## config.mk

```make
export PLATFORM = sky130hd
export DESIGN_NAME = mem_arbiter
export DESIGN_NICKNAME = d
export VERILOG_FILES = /design/src/rtl/mem_arbiter.sv
export SDC_FILE = /design/constraint.sdc
export NUM_CORES = 1
export LEC_CHECK = 0
export ABC_CLOCK_PERIOD_IN_PS = 1800
export CORE_MARGIN = 1.5
export CORE_UTILIZATION = 25
export DETAILED_ROUTE_END_ITERATION = 7
export PLACE_DENSITY = 0.65
export SLEW_MARGIN = 25
export SYNTH_ARGS = -nofsm -noshare
export SYNTH_HDL_FRONTEND = slang
export SYNTH_SLANG_ARGS = --single-unit
```

## constraint.sdc

```tcl
create_clock -name clk -period 1.8 [get_ports clk]
set_input_delay 0.36 -clock clk [delete_from_list [all_inputs] [get_ports clk]]
set_output_delay 0.36 -clock clk [all_outputs]
set_load 0.005 [all_outputs]
```

## src/rtl/mem_arbiter.sv

```systemverilog
// Shares one single-port memory between an instruction-fetch port and a load/store port.
// The data side wins ties; a bounded counter of back-to-back data grants stops fetch from starving.
module mem_arbiter #(
    parameter int MAX_IF_WAIT = 4
) (
    input  logic        clk,
    input  logic        rst,

    input  logic        if_req_i,
    input  logic [31:0] if_addr_i,
    output logic        if_ack_o,
    output logic [31:0] if_rdata_o,

    input  logic        ds_req_i,
    input  logic        ds_we_i,
    input  logic [31:0] ds_addr_i,
    input  logic [31:0] ds_wdata_i,
    output logic        ds_ack_o,
    output logic [31:0] ds_rdata_o,

    output logic        mem_en_o,
    output logic        mem_we_o,
    output logic [31:0] mem_addr_o,
    output logic [31:0] mem_wdata_o,
    input  logic [31:0] mem_rdata_i,
    input  logic        mem_ready_i,

    output logic        stall_o
);

    localparam logic [1:0] ST_IDLE = 2'd0;
    localparam logic [1:0] ST_BUSY = 2'd1;
    localparam logic [1:0] ST_RESP = 2'd2;

    localparam logic [2:0] WAIT_MAX = 3'(MAX_IF_WAIT);

    logic [1:0]  state;
    logic [2:0]  wait_cnt;
    logic        sel_ds;
    logic [31:0] rdata_q;

    logic        fetch_due;
    logic        grant_ds;
    logic        grant_if;

    // Grant decision is only meaningful in IDLE; requests seen in BUSY/RESP are ignored.
    always_comb begin
        // NOTE: every signal driven here gets a default first, so no path can infer a latch.
        fetch_due = 1'b0;
        grant_ds  = 1'b0;
        grant_if  = 1'b0;
        if (state == ST_IDLE) begin
            fetch_due = if_req_i && (wait_cnt == WAIT_MAX);
            grant_ds  = ds_req_i && !fetch_due;
            grant_if  = if_req_i && !grant_ds;
        end
    end

    // NOTE: all state here uses non-blocking assignments so every register samples pre-edge values.
    always_ff @(posedge clk or negedge rst) begin
        if (!rst) begin
            state       <= ST_IDLE;
            wait_cnt    <= 3'd0;
            sel_ds      <= 1'b0;
            rdata_q     <= 32'd0;
            mem_en_o    <= 1'b0;
            mem_we_o    <= 1'b0;
            mem_addr_o  <= 32'd0;
            mem_wdata_o <= 32'd0;
        end else begin
            case (state)
                ST_IDLE: begin
                    if (grant_ds) begin
                        state       <= ST_BUSY;
                        sel_ds      <= 1'b1;
                        mem_en_o    <= 1'b1;
                        mem_we_o    <= ds_we_i;
                        mem_addr_o  <= ds_addr_i;
                        mem_wdata_o <= ds_wdata_i;
                        // Count only grants that actually made a waiting fetch wait longer.
                        if (if_req_i && (wait_cnt < WAIT_MAX)) begin
                            wait_cnt <= wait_cnt + 3'd1;
                        end
                    end else if (grant_if) begin
                        state       <= ST_BUSY;
                        sel_ds      <= 1'b0;
                        mem_en_o    <= 1'b1;
                        mem_we_o    <= 1'b0;
                        mem_addr_o  <= if_addr_i;
                        mem_wdata_o <= 32'd0;
                        wait_cnt    <= 3'd0;
                    end
                end

                ST_BUSY: begin
                    if (mem_ready_i) begin
                        state       <= ST_RESP;
                        rdata_q     <= mem_we_o ? 32'd0 : mem_rdata_i;
                        mem_en_o    <= 1'b0;
                        mem_we_o    <= 1'b0;
                        mem_addr_o  <= 32'd0;
                        mem_wdata_o <= 32'd0;
                    end
                end

                ST_RESP: begin
                    state <= ST_IDLE;
                end

                default: begin
                    state <= ST_IDLE;
                end
            endcase
        end
    end

    assign if_ack_o   = (state == ST_RESP) && !sel_ds;
    assign ds_ack_o   = (state == ST_RESP) &&  sel_ds;
    assign if_rdata_o = if_ack_o ? rdata_q : 32'd0;
    assign ds_rdata_o = ds_ack_o ? rdata_q : 32'd0;

    assign stall_o = (if_req_i && !if_ack_o) || (ds_req_i && !ds_ack_o);

endmodule

```

# After elaboration in Yosys (flattened, before gate mapping)

Cells that the tools add are included.

Register bits: 104
Logic and storage cells: 65
Input bits: 134

Muxes and demuxes: 27
Add/subtract/negate cells: 1
Reductions and logical operators: 22
Magnitude comparators: 1
Eq/ne operators: 6

Operators by type and width:

| cell                                                   | number |
|---|---|
| 2-to-1 mux 32 bit                                      | 8 |
| case mux 32 bit (2 select lines)                       | 2 |
| 2-to-1 mux 3 bit                                       | 3 |
| logical AND 1 bit                                      | 8 |
| 2-to-1 mux 1 bit                                       | 8 |
| 2-to-1 mux 2 bit                                       | 3 |
| AND reduction 2 bit                                    | 3 |
| AND reduction 3 bit                                    | 2 |
| logical NOT 1 bit                                      | 5 |
| case mux 1 bit (2 select lines)                        | 2 |
| case mux 2 bit (2 select lines)                        | 1 |
| nonzero test 2 bit                                     | 2 |
| adder 3 x 1 -> 3 bit (second input constant)           | 1 |
| equality test 3 bit (second input constant)            | 1 |
| < comparator 3 bit (second input constant)             | 1 |
| inequality test 3 bit (second input constant)          | 1 |
| equality test 2 x 1 -> 1 bit (second input constant)   | 1 |
| equality test 2 bit (second input constant)            | 1 |
| logical NOT 2 bit                                      | 1 |
| inequality test 2 x 1 -> 1 bit (second input constant) | 1 |
| inequality test 2 bit (second input constant)          | 1 |
| logical OR 1 bit                                       | 1 |

# Longest topological paths before layout

Gate-level depths: netlist of run 1.

Depth in word-level cells: 10
Gate-level depth with buffers: 8
Gate-level depth less buffers: 5

# Worst setup path after synthesis of run 1

OpenSTA, ideal clock, no wires.

Path kind: flip-flop to output port
Start: reg state[1]
End: out if_rdata_o[23]
Slack: 66 ps
Cell stages (with the launch flop): 5
Data required time: 1440 ps
Data arrival time: 1374 ps
Cells stage by stage: dfrtp_1 buf_2 nor3b_1 clkbuf_1 and2_1

Word-level cells in the longest chain between the ends: 3

Ends and longest elaborated chain:

| item                   | RTL line | source |
|---|---|---|
| from (decl)            | 37       | `logic [1:0] state;` |
| from (signal assigned) | 62       | `state <= ST_IDLE;` |
| from (signal assigned) | 74       | `state <= ST_BUSY;` |
| from (signal assigned) | 85       | `state <= ST_BUSY;` |
| equality test 2 bit    | 117      | `assign if_ack_o = (state == ST_RESP) && !sel_ds;` |
| logical AND 1 bit      | 117      |  |
| named net if_ack_o     | 11       | `output logic if_ack_o,` |
| 2-to-1 mux 32 bit      | 119      | `assign if_rdata_o = if_ack_o ? rdata_q : 32'd0;` |
| to (decl)              | 12       | `output logic [31:0] if_rdata_o,` |

The timed path passes the listed nets, and every way through them passes these cells.

# Worst setup path after layout of run 1

Start: reg state[1]
End: out stall_o

Word-level cells in the longest chain between the ends: 5
Elaborated cells on any way between the ends: 8
Classes of those cells: eq/ne (1); reduce/logical (7)

Ends and longest elaborated chain:

| item                                        | RTL line | source |
|---|---|---|
| equality test 2 bit *                       | 117, 118 |  |
| logical AND 1 bit, on equally long branches | 117, 118 |  |
| logical NOT 1 bit                           | 122      | `assign stall_o = (if_req_i && !if_ack_o) \|\| (ds_req_i && !ds_ack_o);` |
| logical AND 1 bit                           | 122      |  |
| logical OR 1 bit *                          | 122      |  |
| to (decl)                                   | 28       | `output logic stall_o` |

Mark *: on every way between the ends. The rest lies on a longest branch, timed or not.

==> impl_metrics.py, run 1 <==
metrics = {
    "logic_synthesis": {
        "synth-seq-area-share_pct": 53.50,
        "synthCells": 506,
        "syn_area_per_cell_sq_um": 9.614,
        "yosysWarnings": 0,
        "synth_nets": 642,
        "synth.distinct_cells": 32,
        "synthFlopType": "dfrtp_1",
        "ys_seq_elements": 104,
        "synth_edf_count": 0,
        "async_flop_share_pct": 100.0,
        "synth_area_sq_um": 4865,
    },
    "place": {
        "gp_congestion": 0.7417,
        "post_dp_cell_area_sq_um": 7956,
        "post-dp-hpwl_microns": 11340,
        "io_buffer_count": 266,
    },
    "pwr": {
        "p_leak_nw": 3.792,
        "peakVddDrop_v": 0.0007192,
        "cellPowerDensity_nw_per_um2": 1286,
    },
    "grt": {
        "antenna_found_initial": 1,
        "grt_pass1_vias": 4717,
        "gr-total-overflow": 0,
        "grt_pass1_wl_microns": 25330,
        "grt_util_all_layers_pct": 16.09,
        "grt_max_degree": 63,
    },
    "setup_path": {
        "r2r-start": "state[1]$_DFFE_PN0P_",
        "cp_top_family": "buffers and inverters",
        "worst-path-buf-inv": 5,
        "crit_chain": "nor3b_4, buf_6, clkbuf_16, buf_12, buf_4, o22ai_2, clkbuf_2",
        "critPathCaptureType": "primary output",
        "path_class": "reg -> out",
        "critPathMaxStageDelay_ps": 410,
        "cpMaxStageDelayCell": "dfrtp_1",
        "critical_path.max_fanout": 6,
        "reg2reg_setup_slack_ps": -10,
        "arrival_ps": 1730,
        "critical_path.startpoint": "state[1]$_DFFE_PN0P_",
        "required_ps": 1440,
        "startpoint_type": "flop",
    },
    "hold_path": {
        "min_path_type": "reg -> reg",
        "hold_start": "mem_en_o$_DFFE_PN0P_",
    },
    "final_layout": {
        "drive_above_1_share_pct": 22.35,
        "layout_commonest_cell": "clkdlybuf4s50_1",
        "nets": 923,
        "final_cell_mix": "clkdlybuf4s50_1, dfrtp_1, nand2_1, o21ai_0, buf_6",
        "fin_area_sq_um": 8589,
        "area_growth_pct": 76.57,
    },
    "die": {
        "fp-row-count": 50,
        "io_pins": 267,
        "die-area_sq_um": 20300,
        "initial_core_util_pct": 25.75,
        "coreArea_sq_um": 18890,
        "die_h_microns": 142.5,
        "die_width_microns": 142.5,
    },
    "timing": {
        "period_minus_slack_ps": 2094,
        "finalSetupTns_ps": -10990,
        "worstMarginPinSlew_ps": 360.3,
        "fin_ws_ps": -293.7,
        "final-setup-viol-count": 71,
        "grt_setup_unrepaired": "true",
        "hold_viol": 0,
        "fmaxAchievable_mhz": 477.6,
        "slew_headroom_pct": 75.98,
        "clock_skew_ps": 7.980,
        "slew_viol_final": 0,
        "finalCritPeriodShare_pct": 116.3,
    },
    "detailed_routing": {
        "vias": 4769,
        "routedWlPerCell_microns": 16.29,
        "route.detailed.drc": 0,
        "postRouteAntennaNets": 0,
        "first_pass_iters": 4,
        "drt-initial-drc-count": 156,
        "postRouteWirelength_microns": 17150,
        "viasPerCell": 4.529,
    },
    "clock_network": {
        "numCtsBuffers": 9,
        "clk_pin_slew_worst_paths_ps": 80,
        "cts.sinks": 104,
        "clock_latency_ps": 350,
        "cts_buffer_depth": 2,
        "htree_levels": 3,
        "cts_tree": "done",
        "root_buffer": "clkbuf_16",
    },
    "status": {
        "failed_checks": "negative setup slack",
        "status": "complete, but fails checks",
    },
    "run": {
        "maxCapViolations": 0,
    },
}
-- final cells by class --
class                      count  area [sq um]
fill                        1847         10300
multi-input combinational    352          2151
sequential                   104          2603
tap                          260         325.3
clock inverter                 7         56.30
clock buffer                   9         225.2
inverter                       5         18.77
timing repair buffer         315          3208
antenna                        1         2.502
-- worst min-delay path, stage by stage, from the launching register on --
cell,delay (ps)
dfrtp_1,350
a21oi_1,60
nand2_1,60
-- worst paths after layout --
path / cells after the start / end
worst min-delay path: 2 / mem_en_o$_DFFE_PN0P_
worst max register to register: 5 / mem_wdata_o[24]$_DFFE_PN0P_
min in group asynchronous: 3 / rdata_q[9]$_DFFE_PN0P_
worst min register to register: 2 / mem_en_o$_DFFE_PN0P_
max in group asynchronous: 3 / mem_en_o$_DFFE_PN0P_
worst max-delay path: 7 / stall_o
-- power breakdown --
group / internal [mW] / switching (mW) / leakage [nW]
Combinational: 2.95 / 2.15 / 2.35
Clock: 0.949 / 0.935 / 0.124
Sequential: 3.38 / 0.686 / 1.32
-- Yosys cell counts, types with 5 or more instances --
library cell / n / area [sq um]
dfrtp_1: 104 / 2603
o21ai_0: 69 / 345.3
nand2_1: 69 / 259.0
a31oi_1: 32 / 200.2
a22o_1: 34 / 297.8
buf_6: 5 / 56.30
and2_1: 64 / 400.4
inv_1: 5 / 18.77
nand2b_1: 32 / 200.2
nor3_1: 32 / 160.2
clkbuf_1: 30 / 112.6
buf_2: 8 / 40.04
-- state kept, by name (all words and copies together), names as in the netlist --
name	flops
mem_addr_o	32
mem_en_o	1
mem_wdata_o	32
mem_we_o	1
rdata_q	32
sel_ds	1
state	2
wait_cnt	3
-- layer usage --
metal	GRT usage, %	wire [microns]	vias to the layer above
met4	6.131	374	0
met3	4.038	1155	20
li1	-	-	2305
met2	26.72	8248	184
met5	0	0	-
met1	20.09	7370	2260
-- kinds of logic after synthesis --
group / count (synthesis) / share of synthesized area (%)
buffers and inverters: 50 / 4.835
DFF: 104 / 53.50
AOI/OAI and AO/OA: 139 / 17.90
adders and majority gates: 2 / 0.5143
and+or+nand+nor: 209 / 22.81
muxes: 2 / 0.4372
-- what timing repair did --
item,in CTS,in global routing
hold endpoints to repair,9,0
gates resized for setup,74,210
pin swaps,2,12
setup endpoints to repair,78,119
gates cloned,0,6
setup buffers,0,16
hold buffers,1,0
-- per-stage QoR --
| stage | util [%] | power (mW) | hold WS [ps] | std cells | setup WS, ps |
|---|---|---|---|---|---|
| after global placement | 42.11 | 8.784 | 378.1 | 1013 | -310.8 |
| after CTS | 43.77 | 10.82 | 494.0 | 1030 | -483.4 |
| after global routing | 45.46 | 11.83 | 518.1 | 1053 | -369.2 |
| after floorplan | - | 6.016 | 64.41 | 506 | 66.12 |
| after detailed placement | 42.11 | 8.870 | 374.0 | 1013 | -351.0 |
| final | 45.46 | 11.04 | 497.8 | 1053 | -293.7 |
(Power assumes the default switching activity.)
==> run 2: changes to the inputs <==
--- a/config.mk
+++ b/config.mk
@@ -10,6 +10,7 @@
 export CORE_UTILIZATION = 25
 export DETAILED_ROUTE_END_ITERATION = 7
 export PLACE_DENSITY = 0.65
+export SKIP_LAST_GASP = 1
 export SLEW_MARGIN = 25
 export SYNTH_ARGS = -nofsm -noshare
 export SYNTH_HDL_FRONTEND = slang
==> impl_metrics.py, run 2 (synthesized netlist as in run 1, its figures left out) <==
metrics = {
    "status": {
        "failed_checks": "negative setup slack",
        "status": "complete, but fails checks",
    },
    "timing": {
        "fmaxAchievable_mhz": 445.7,
        "hold_viol": 0,
        "slew_viol_final": 0,
        "finalCritPeriodShare_pct": 124.6,
        "fin_ws_ps": -443.6,
        "clock_skew_ps": 8.067,
        "final-setup-viol-count": 68,
        "slew_headroom_pct": 75.80,
        "grt_setup_unrepaired": "true",
        "period_minus_slack_ps": 2244,
        "worstMarginPinSlew_ps": 362.9,
        "fin_hold_ws_ps": 484.2,
        "finalSetupTns_ps": -27040,
    },
    "final_layout": {
        "area_growth_pct": 69.60,
        "finalNonFillerCells": 1031,
        "drive_above_1_share_pct": 6.494,
        "multiInputGateArea_sq_um": 2043,
        "nets": 901,
        "layout_commonest_cell": "clkdlybuf4s50_1",
        "seqCellArea_sq_um": 2603,
        "finish.utilization_pct": 43.67,
        "final_cell_mix": "clkdlybuf4s50_1, dfrtp_1, nand2_1, o21ai_0, and2_1",
        "reg_top3": "mem_addr_o x32, mem_wdata_o x32, rdata_q x32",
        "fillCellCount": 1875,
    },
    "clock_network": {
        "clk_pin_slew_worst_paths_ps": 80,
        "cts.sinks": 104,
        "post-cts-setup-buffers": 0,
        "numCtsBuffers": 9,
        "cts_tree": "done",
        "htree_levels": 3,
        "cts_buffer_depth": 2,
        "clock_latency_ps": 350,
        "root_buffer": "clkbuf_16",
    },
    "die": {
        "die-area_sq_um": 20300,
        "initial_core_util_pct": 25.75,
        "io_pins": 267,
        "fp-row-count": 50,
        "die_h_microns": 142.5,
        "coreArea_sq_um": 18890,
        "die_width_microns": 142.5,
    },
    "detailed_routing": {
        "postRouteWirelength_microns": 16050,
        "postRouteAntennaNets": 0,
        "route.detailed.drc": 0,
        "routedWlPerCell_microns": 15.57,
        "drt-initial-drc-count": 149,
        "vias": 4632,
        "viasPerCell": 4.493,
        "first_pass_iters": 6,
    },
    "place": {
        "io_buffer_count": 266,
        "place_inst": 1013,
        "place_ws_ps": -351.0,
        "gp_congestion": 0.7417,
        "post-dp-hpwl_microns": 11340,
    },
    "grt": {
        "antenna_found_initial": 1,
        "gr-total-overflow": 0,
        "grt_pass1_vias": 4700,
        "grt_util_all_layers_pct": 16.06,
        "grt_max_degree": 63,
        "grt_pass1_wl_microns": 25270,
    },
    "setup_path": {
        "startpoint_type": "flop",
        "required_ps": 1440,
        "cpMaxStageDelayCell": "clkdlybuf4s50_1",
        "critPathCaptureType": "primary output",
        "arrival_ps": 1880,
        "worst-path-buf-inv": 2,
        "cp_top_family": "buffers and inverters",
        "critical_path.max_fanout": 34,
        "critPathMaxStageDelay_ps": 500,
        "crit_chain": "nor3b_2, buf_12, and2_1, clkdlybuf4s50_1",
        "path_class": "reg -> out",
    },
    "pwr": {
        "peakVddDrop_v": 0.0007195,
        "cellPowerDensity_nw_per_um2": 1292,
        "p_leak_nw": 3.404,
    },
    "run": {
        "maxCapViolations": 0,
    },
    "hold_path": {
        "min_path_type": "reg -> reg",
    },
}
==> run 2: cell count changes in the layout (fill, tap and decap cells not counted), sizes merged <==
cell	delta
buf	-67
clkbuf	-21
clkdlybuf4s50	+66
dlygate4sd2	+1
dlymetal6s2s	-1
==> run 2: path summary, 6_finish.rpt <==
kind / startpoint / end / slack [ps] / depth (start not counted)
worst max-delay path: sel_ds$_DFFE_PN0P_ / if_rdata_o[21] / -440 / 4
worst min-delay path: rdata_q[12]$_DFFE_PN0P_ / rdata_q[12]$_DFFE_PN0P_ / 480 / 2
worst max register to register: state[1]$_DFFE_PN0P_ / mem_wdata_o[24]$_DFFE_PN0P_ / 0 / 5
worst min register to register: rdata_q[12]$_DFFE_PN0P_ / rdata_q[12]$_DFFE_PN0P_ / 480 / 2
max in group asynchronous: rst / mem_en_o$_DFFE_PN0P_ / 920 / 3
min in group asynchronous: rst / rdata_q[11]$_DFFE_PN0P_ / 550 / 3
==> run 2: report_power, final <==
| part | total (mW) | leakage, nW | switching (mW) | internal [mW] |
|---|---|---|---|---|
| Clock | 1.88 | 0.124 | 0.935 | 0.949 |
| Sequential | 4.02 | 1.32 | 0.639 | 3.38 |
| Combinational | 4.76 | 1.96 | 2.04 | 2.72 |
==> run 2: cell type report <==
type | count | share of cell area (%)
inverter | 5 | 0.2275
clock inverter | 7 | 0.6824
sequential | 104 | 31.54
multi-input combinational | 352 | 24.76
clock buffer | 9 | 2.730
timing repair buffer | 293 | 36.08
antenna | 1 | 0.03033
tap | 260 | 3.943
==> run 2: routing by layer <==
metal  up-vias  GRT usage [%]  wire (microns)
met5         -              0               0
met4         0          6.131             283
met3        18          4.038            1149
met2       188          26.60            7626
met1      2164          20.09            6991
li1       2262              -               -
==> run 2: worst min-delay path, delay by kind of cell (launching register included) <==
kind	cells	cell delay [ps]
flip-flops	1	350
AO/OA/AOI/OAI	1	60
AND/OR/NAND/NOR	1	50
==> run 2: metrics by stage <==
step / total power, mW / cell area (sq um)
2_1_floorplan: 6.016 / 4865
3_3_place_gp: 8.784 / 7956
3_5_place_dp: 8.870 / 7956
4_1_cts: 10.84 / 8248
5_1_grt: 11.45 / 8250
6_report: 10.66 / 8250
==> run 2: what timing repair did <==
action,CTS,global route
pin swaps,1,0
setup endpoints to repair,78,119
hold buffers,1,0
hold endpoints to repair,9,0
resized for setup,2,0
